`config.mk`:
```
export PLATFORM = sky130hd
export DESIGN_NAME = uart_rx_unit
export DESIGN_NICKNAME = d
export VERILOG_FILES = /design/src/rtl/uart_pkg.sv /design/src/rtl/uart_baud_tick.sv /design/src/rtl/uart_rx_unit.sv
export SDC_FILE = /design/constraint.sdc
export NUM_CORES = 1
export LEC_CHECK = 0
export CAP_MARGIN = 10
export CORE_MARGIN = 2
export CORE_UTILIZATION = 60
export DETAILED_ROUTE_END_ITERATION = 10
export PLACE_DENSITY = 0.83
export SYNTH_ARGS = -nofsm -noshare
export SYNTH_HDL_FRONTEND = slang
export SYNTH_HIERARCHICAL = 1
export SYNTH_SLANG_ARGS = --single-unit
```
`constraint.sdc`:
```
create_clock -name clk -period 4.6 [get_ports clk]
set_input_delay 0.69 -clock clk [delete_from_list [all_inputs] [get_ports clk]]
set_output_delay 0.69 -clock clk [all_outputs]
set_load 0.01 [all_outputs]
```
`src/rtl/uart_pkg.sv`:
```
// uart_pkg: shared UART state encoding, default line parameters and divider helper
package uart_pkg;
  typedef enum logic [2:0] {S_IDLE, S_START, S_DATA, S_STOP, S_BREAK} state_e;
  localparam int unsigned DEF_CLK_FREQ   = 50_000_000;
  localparam int unsigned DEF_BAUD       = 115_200;
  localparam int unsigned DEF_OVERSAMPLE = 16;
  function automatic int unsigned calc_div(int unsigned clk_freq, int unsigned baud, int unsigned os);
    int unsigned d;
    d = clk_freq / (baud * os);
    return (d < 1) ? 1 : d;
  endfunction
endpackage

```
`src/rtl/uart_baud_tick.sv`:
```
// uart_baud_tick: free-running divider emitting a one-clk oversample tick every DIV clocks
module uart_baud_tick #(
  parameter int unsigned DIV = 1
) (
  input  logic clk,
  input  logic reset,
  output logic tick_o
);
  localparam int W = (DIV > 1) ? $clog2(DIV) : 1;
  logic [W-1:0] cnt_q;
  assign tick_o = (cnt_q == W'(DIV - 1));
  // count 0..DIV-1 and wrap on the tick
  always_ff @(posedge clk or posedge reset)
    if (reset) cnt_q <= '0;
    else       cnt_q <= tick_o ? '0 : cnt_q + 1'b1;
endmodule

```
`src/rtl/uart_rx_unit.sv`:
```
// uart_rx_unit: oversampling 8N1 UART receiver with valid/ready byte register and error flags
module uart_rx_unit import uart_pkg::*; #(
  parameter int unsigned CLK_FREQ   = DEF_CLK_FREQ,
  parameter int unsigned BAUD       = DEF_BAUD,
  parameter int unsigned OVERSAMPLE = DEF_OVERSAMPLE,
  parameter int unsigned DATA_BITS  = 8
) (
  input  logic                 clk,
  input  logic                 reset,
  input  logic                 uart_rx,
  output logic [DATA_BITS-1:0] rx_data,
  output logic                 rx_valid,
  input  logic                 rx_ready,
  output logic                 frame_err,
  output logic                 overrun
);
  localparam int unsigned DIV = calc_div(CLK_FREQ, BAUD, OVERSAMPLE);
  localparam int SCW = $clog2(OVERSAMPLE);
  localparam int BW  = (DATA_BITS > 1) ? $clog2(DATA_BITS) : 1;
  localparam logic [SCW-1:0] MID  = SCW'(OVERSAMPLE / 2 - 1);
  localparam logic [SCW-1:0] LAST = SCW'(OVERSAMPLE - 1);
  logic                 tick, rxs, done, ferr, xfer;
  logic [1:0]           sync_q;
  state_e               state_q, state_d;
  logic [SCW-1:0]       sc_q, sc_d;
  logic [BW-1:0]        bit_q, bit_d;
  logic [DATA_BITS-1:0] sh_q, sh_d, rx_data_q, rx_data_d;
  logic                 rx_valid_q, rx_valid_d, frame_err_q, frame_err_d, overrun_q, overrun_d;
  uart_baud_tick #(.DIV(DIV)) u_tick (.clk(clk), .reset(reset), .tick_o(tick));
  assign rxs       = sync_q[1];
  assign xfer      = rx_valid_q & rx_ready;
  assign rx_data   = rx_data_q;
  assign rx_valid  = rx_valid_q;
  assign frame_err = frame_err_q;
  assign overrun   = overrun_q;
  // state, counters, shifter and holding register; synchroniser idles high
  always_ff @(posedge clk or posedge reset)
    if (reset) begin
      sync_q      <= 2'b11;
      state_q     <= S_IDLE;
      sc_q        <= '0;
      bit_q       <= '0;
      sh_q        <= '0;
      rx_data_q   <= '0;
      rx_valid_q  <= 1'b0;
      frame_err_q <= 1'b0;
      overrun_q   <= 1'b0;
    end else begin
      sync_q      <= {sync_q[0], uart_rx};
      state_q     <= state_d;
      sc_q        <= sc_d;
      bit_q       <= bit_d;
      sh_q        <= sh_d;
      rx_data_q   <= rx_data_d;
      rx_valid_q  <= rx_valid_d;
      frame_err_q <= frame_err_d;
      overrun_q   <= overrun_d;
    end
  // framing FSM: start bit checked at mid-bit, data and stop sampled a full bit later each
  always_comb begin
    state_d = state_q;
    sc_d    = sc_q;
    bit_d   = bit_q;
    sh_d    = sh_q;
    done    = 1'b0;
    ferr    = 1'b0;
    case (state_q)
      S_IDLE: if (!rxs) begin
        state_d = S_START;
        sc_d    = '0;
      end
      S_START: if (tick) begin
        sc_d = sc_q + 1'b1;
        if (sc_q == MID) begin
          sc_d    = '0;
          bit_d   = '0;
          state_d = rxs ? S_IDLE : S_DATA;
        end
      end
      S_DATA: if (tick) begin
        sc_d = (sc_q == LAST) ? '0 : sc_q + 1'b1;
        if (sc_q == LAST) begin
          sh_d    = {rxs, sh_q[DATA_BITS-1:1]};
          bit_d   = bit_q + 1'b1;
          state_d = (bit_q == BW'(DATA_BITS - 1)) ? S_STOP : S_DATA;
        end
      end
      S_STOP: if (tick) begin
        sc_d = (sc_q == LAST) ? '0 : sc_q + 1'b1;
        if (sc_q == LAST) begin
          done    = rxs;
          ferr    = !rxs;
          state_d = rxs ? S_IDLE : S_BREAK;
        end
      end
      S_BREAK: state_d = rxs ? S_IDLE : S_BREAK;
      default: state_d = S_IDLE;
    endcase
  end
  // holding register and status flags; a transfer in the completion cycle cancels the overrun
  always_comb begin
    rx_data_d   = done ? sh_q : rx_data_q;
    rx_valid_d  = done ? 1'b1 : (xfer ? 1'b0 : rx_valid_q);
    overrun_d   = (done && rx_valid_q && !rx_ready) ? 1'b1 : (xfer ? 1'b0 : overrun_q);
    frame_err_d = ferr;
  end
endmodule

```
==> results.cfg, run 1 <==
[power]
p_total_mw = 0.5491
power.leakage_nw = 0.9445
peakVddDrop_mv = 0.2716
p_per_area_nw_per_um2 = 284.8

[sta]
setup_tns_ps = 0
fin_skew_ps = 7.351
rsz0062_at_grt = false
period_share = 0.4816
maxSlewViolCount = 0
worst_slew_pin_slew_ps = 569.0
fmax_mhz = 451.4
hold_viol_final = 0
period_minus_slack_ps = 2215
slew_headroom = 0.6186
hold_slack_ps = 365.4
finalSetupViolations = 0

[clocking]
numCtsBuffers = 5
cts-resized-gates = 0
clock_latency_ps = 350
clockBufferDepth = 2
clkTransAtPathRegs_ps = 110
h-tree-depth = 2
cts_root_buf = clkbuf_4
cts_tree = yes
cts_setup_buffers = 0
hold_buffers = 0
cts_sinks = 36

[yosys]
synth_edf_count = 0
yosys_warnings = 6
avgSynthCellArea_um2 = 10.92
syn_inst = 155
ys_seq_area_frac = 0.5336
ys_ff_latch = 36
synth_nets = 164
ys.flop_type = dfrtp_1
synthesis.area_um2 = 1693
async_reset_ff_frac = 1.000
ys_types = 45

[setup_path]
reg2reg_depth = 6
r2r-start = u_tick/cnt_q[0]
worstSetupStartpointType = register
critPathRequiredTime_ps = 4840
r2r-end = rx_data[5]
worst_setup_path_end_kind = register
timing_worst_setup_path_type = register to register
crit_fanout = 10
crit_arrival_ps = 2460
reg2reg_slack_ps = 2380

[grt]
grt_pass1_wl_um = 5340
grtUsageMet3 = 0.08163
grt_antenna_before_repair = 0
met2_usage = 0.3498
grt_pass1_vias = 1240
grt_max_degree = 32
grt.met1_usage = 0.2638
grt_usage = 0.2164
busiest_layer = met2
gr-total-overflow = 0

[floorplanning]
rows = 19
initial_core_util = 0.6247
io_pins = 15
core_area_um2 = 2710
die_w_um = 57.12
dieArea_um2 = 3262
dieHeight_um = 57.12

[run]
maxCapViolCount = 0

[drt]
drt_iter0_markers = 75
wirelength_um = 3024
ant_nets = 0
num_vias = 1176
remaining_drc_errors = 0
vias_per_cell = 5.793
routedWlPerCell_um = 14.90
drtPass1Iterations = 4

[placed_design]
place_congestion = 0.7728
dpl_cell_area_um2 = 1824
hpwl_um = 2098
port_buffers = 14

[finish]
syn_to_final_growth_pct = 13.90
layout_common_cells = 34 x dfrtp_1, 32 x nand2_1, 14 x clkdlybuf4s50_1, 11 x nor2_1, 7 x mux2_2
fill_cells = 216
design_area_um2 = 1928
final_layout_size_suffix_gt1_frac = 0.1395
final_common_cell = dfrtp_1
nNetsFinal = 180
n_antenna_cell = 0

[worst_hold_path]
worstHoldStart = sync_q[0]
whs_path_depth = 0
whs_endpoint = sync_q[1]
hold_class = register to register

[run_status]
outcome = finished clean
## cell usage after synthesis, types with 2 or more instances
cell type / n / area, µm²
buf_2: 2 / 10.01
nand2_1: 32 / 120.1
nor4_1: 2 / 12.51
o22ai_1: 2 / 12.51
and4b_1: 2 / 20.02
nor2_1: 11 / 41.29
mux2_1: 3 / 33.78
buf_4: 2 / 15.01
nand2b_1: 2 / 12.51
inv_1: 5 / 18.77
o31ai_1: 2 / 15.01
a21oi_1: 5 / 25.02
buf_6: 2 / 22.52
nor3_1: 3 / 15.01
a211o_1: 2 / 17.52
dfrtp_1: 34 / 850.8
ha_1: 5 / 62.56
o21ai_0: 5 / 25.02
dfstp_2: 2 / 52.55
mux2_2: 7 / 78.83
## worst max-delay path by stage
stage / endpoint / slack (ps) / startpoint / cells after the start
floorplan: rx_data[0] / 2610 / u_tick/cnt_q[0] / 6
global placement: rx_data[1] / 2480 / u_tick/cnt_q[0] / 6
detailed placement: rx_data[5] / 2380 / u_tick/cnt_q[0] / 6
CTS: rx_data[5] / 2380 / u_tick/cnt_q[0] / 6
global route: rx_data[3] / 2230 / u_tick/cnt_q[0] / 6
finish: rx_data[5] / 2380 / u_tick/cnt_q[0] / 6
## layout make-up
cell class / count / area (µm²) / share of cell area
Timing Repair Buffer: 15 / 167.7 / 0.08696
Multi-Input combinational cell: 108 / 723.2 / 0.3751
Sequential cell: 36 / 903.4 / 0.4685
Clock buffer: 6 / 41.29 / 0.02141
Inverter: 5 / 18.77 / 0.009734
Clock inverter: 2 / 35.03 / 0.01817
Tap cell: 31 / 38.79 / 0.02012
## registers in the layout, summed over array words and instances (netlist names)
name	flops
state_q	3
frame_err	1
overrun	1
bit_q	3
rx_data	8
sh_q	8
sc_q	4
u_tick/cnt_q	5
sync_q	2
rx_valid	1
## metal layers
layer	wire, µm	vias to the layer above
met4	53	0
li1	-	575
met2	1548	24
met5	0	-
met3	141	7
met1	1281	570
## metrics by stage
stage                       util  setup slack, ps  instances
final                     0.7115             2385        203
after CTS                 0.7013             2377        202
after global placement    0.6731             2481        194
after global routing      0.7115             2231        203
after detailed placement  0.6731             2383        194
after floorplan                -             2614        155
## logic make-up (layout without fill, tap and decap cells)
group           after synthesis  count (layout)  share of synthesized area
buf+inv                      11              28                    0.03917
simple gates                 68              68                     0.2158
compound gates               25              25                     0.1079
fa+ha+maj                     5               5                    0.03695
flops                        36              36                     0.5336
mux                          10              10                    0.06652
## worst max-delay path, stage by stage, from the launching register on
cell and delay [ps]:
dfrtp_1 440, inv_1 80, ha_1 200, and4b_1 370, nand4b_4 190, nor3_4 450, mux2_2 390
## report_power, final
group	leakage, nW	internal [mW]	switching, mW	total [mW]
clock network	0.0422	0.114	0.103	0.217
logic	0.437	0.00524	0.00770	0.0129
registers	0.466	0.318	0.000957	0.319
total	0.945	0.437	0.112	0.549
Power figures use the tool's default switching activity.
==> run 2, diff against run 1 <==
Settings changed: CORE_UTILIZATION 60 to 56, PLACE_DENSITY 0.83 to 0.78.
Clock period 4.6 ns to 2.1 ns, I/O delays scaled along.
==> results.cfg, run 2 (synthesis results as in run 1) <==
[sta]
finalSetupViolations = 0
slew_headroom = 0.7026
worst_slew_pin_slew_ps = 445.6
hold_slack_ps = 178.3
period_minus_slack_ps = 1981
hold_viol_final = 0
maxSlewViolCount = 0
fin_skew_ps = 6.175
rsz0062_at_grt = false
layout_setup_ws_ps = 119.1
setup_tns_ps = 0
fmax_mhz = 504.8
period_share = 0.9433

[finish]
fin_util = 0.7136
finalNonFillerCells = 210
nNetsFinal = 187
final_common_cell = dfrtp_1
syn_to_final_growth_pct = 18.26
layout_common_cells = 34 x dfrtp_1, 32 x nand2_1, 14 x clkdlybuf4s50_1, 11 x nor2_1, 7 x mux2_2
n_antenna_cell = 0
design_area_um2 = 2002
final_layout_size_suffix_gt1_frac = 0.2011

[setup_path]
reg2reg_depth = 7
startpoint = u_tick/cnt_q[0]
reg2reg_slack_ps = 120
r2r-start = u_tick/cnt_q[0]
critPathRequiredTime_ps = 2330
crit_arrival_ps = 2210
crit_fanout = 10
worstSetupStartpointType = register
worst_setup_path_end_kind = register
timing_worst_setup_path_type = register to register

[power]
pwr-share-clk = 0.393
swShare = 0.1994
p_sw_mw = 0.2380
p_per_area_nw_per_um2 = 596.2
p_total_mw = 1.194
peakVddDrop_mv = 0.5385
comb_power_share = 0.022
power.leakage_nw = 0.9778
seqPwrFrac = 0.585
internal_power_mw = 0.9556

[clocking]
cts_sinks = 36
h-tree-depth = 2
hold_buffers = 0
cts_tree = yes
clock_latency_ps = 340
clkTransAtPathRegs_ps = 100
numCtsBuffers = 5
cts_root_buf = clkbuf_4
clockBufferDepth = 2

[worst_hold_path]
hold_class = primary input to asynchronous set/reset pin

[drt]
vias_per_cell = 5.810
wirelength_um = 3063
drtPass1Iterations = 4
num_vias = 1220
routedWlPerCell_um = 14.59
remaining_drc_errors = 0
ant_nets = 0
drt_iter0_markers = 42

[floorplanning]
core_area_um2 = 2805
rows = 19
io_pins = 15
dieArea_um2 = 3479
die_w_um = 58.98
dieHeight_um = 58.98
initial_core_util = 0.6035

[placed_design]
place_congestion = 0.8120
port_buffers = 14
dpl_cell_area_um2 = 1894
place_inst = 200
preCtsSetupSlack_ps = 31.48
hpwl_um = 2169

[grt]
grt_pass1_wl_um = 5285
grt_antenna_before_repair = 0
gr-total-overflow = 0
grt_pass1_vias = 1203
grt_usage = 0.2103
grt_max_degree = 24

[run]
maxCapViolCount = 0

[run_status]
outcome = finished clean
[run 2: worst paths after layout]
path | end
min reg2reg | sync_q[1]
min | u_tick/cnt_q[3]
max | rx_data[7]
max reg2reg | rx_data[7]
min in group clk | sync_q[1]
max in group asynchronous | sync_q[0]
[run 2: area by class of cell]
type | instances | area (µm²)
Fill cell | 220 | 803.3
Clock inverter | 2 | 35.03
Multi-Input combinational cell | 108 | 739.5
Timing Repair Buffer | 22 | 225.2
Inverter | 5 | 18.77
Tap cell | 31 | 38.79
Clock buffer | 6 | 41.29
Sequential cell | 36 | 903.4
[run 2: routing by layer]
metal	routed length [µm]	up-vias	global-route usage
met4	58	0	0.08442
met1	1316	603	0.2511
li1	-	587	-
met5	0	-	0
met2	1574	22	0.3444
met3	114	8	0.07860
[run 2: worst max-delay path: stages (launching register included)]
cell and delay, ps:
dfrtp_1 430, inv_1 80, ha_2 200, and4b_2 280
nand4b_4 190, nor3_4 200, buf_12 160, mux2_2 340
[run 2: repair_timing]
action                                  in CTS  in global routing
resized for setup                            0                  5
endpoints found under the setup margin       0                 20
buffers inserted                             0                  2
[run 2: power by group through the flow]
stage | clock (mW) | combinational [mW] | sequential, mW
final | 0.469 | 0.0266 | 0.698
after detailed placement | 0 | 0.0278 | 0.712
after global routing | 0.517 | 0.0307 | 0.699
after CTS | 0.483 | 0.0279 | 0.698
after global placement | 0 | 0.0270 | 0.711
after floorplan | 0 | 0.0130 | 0.711
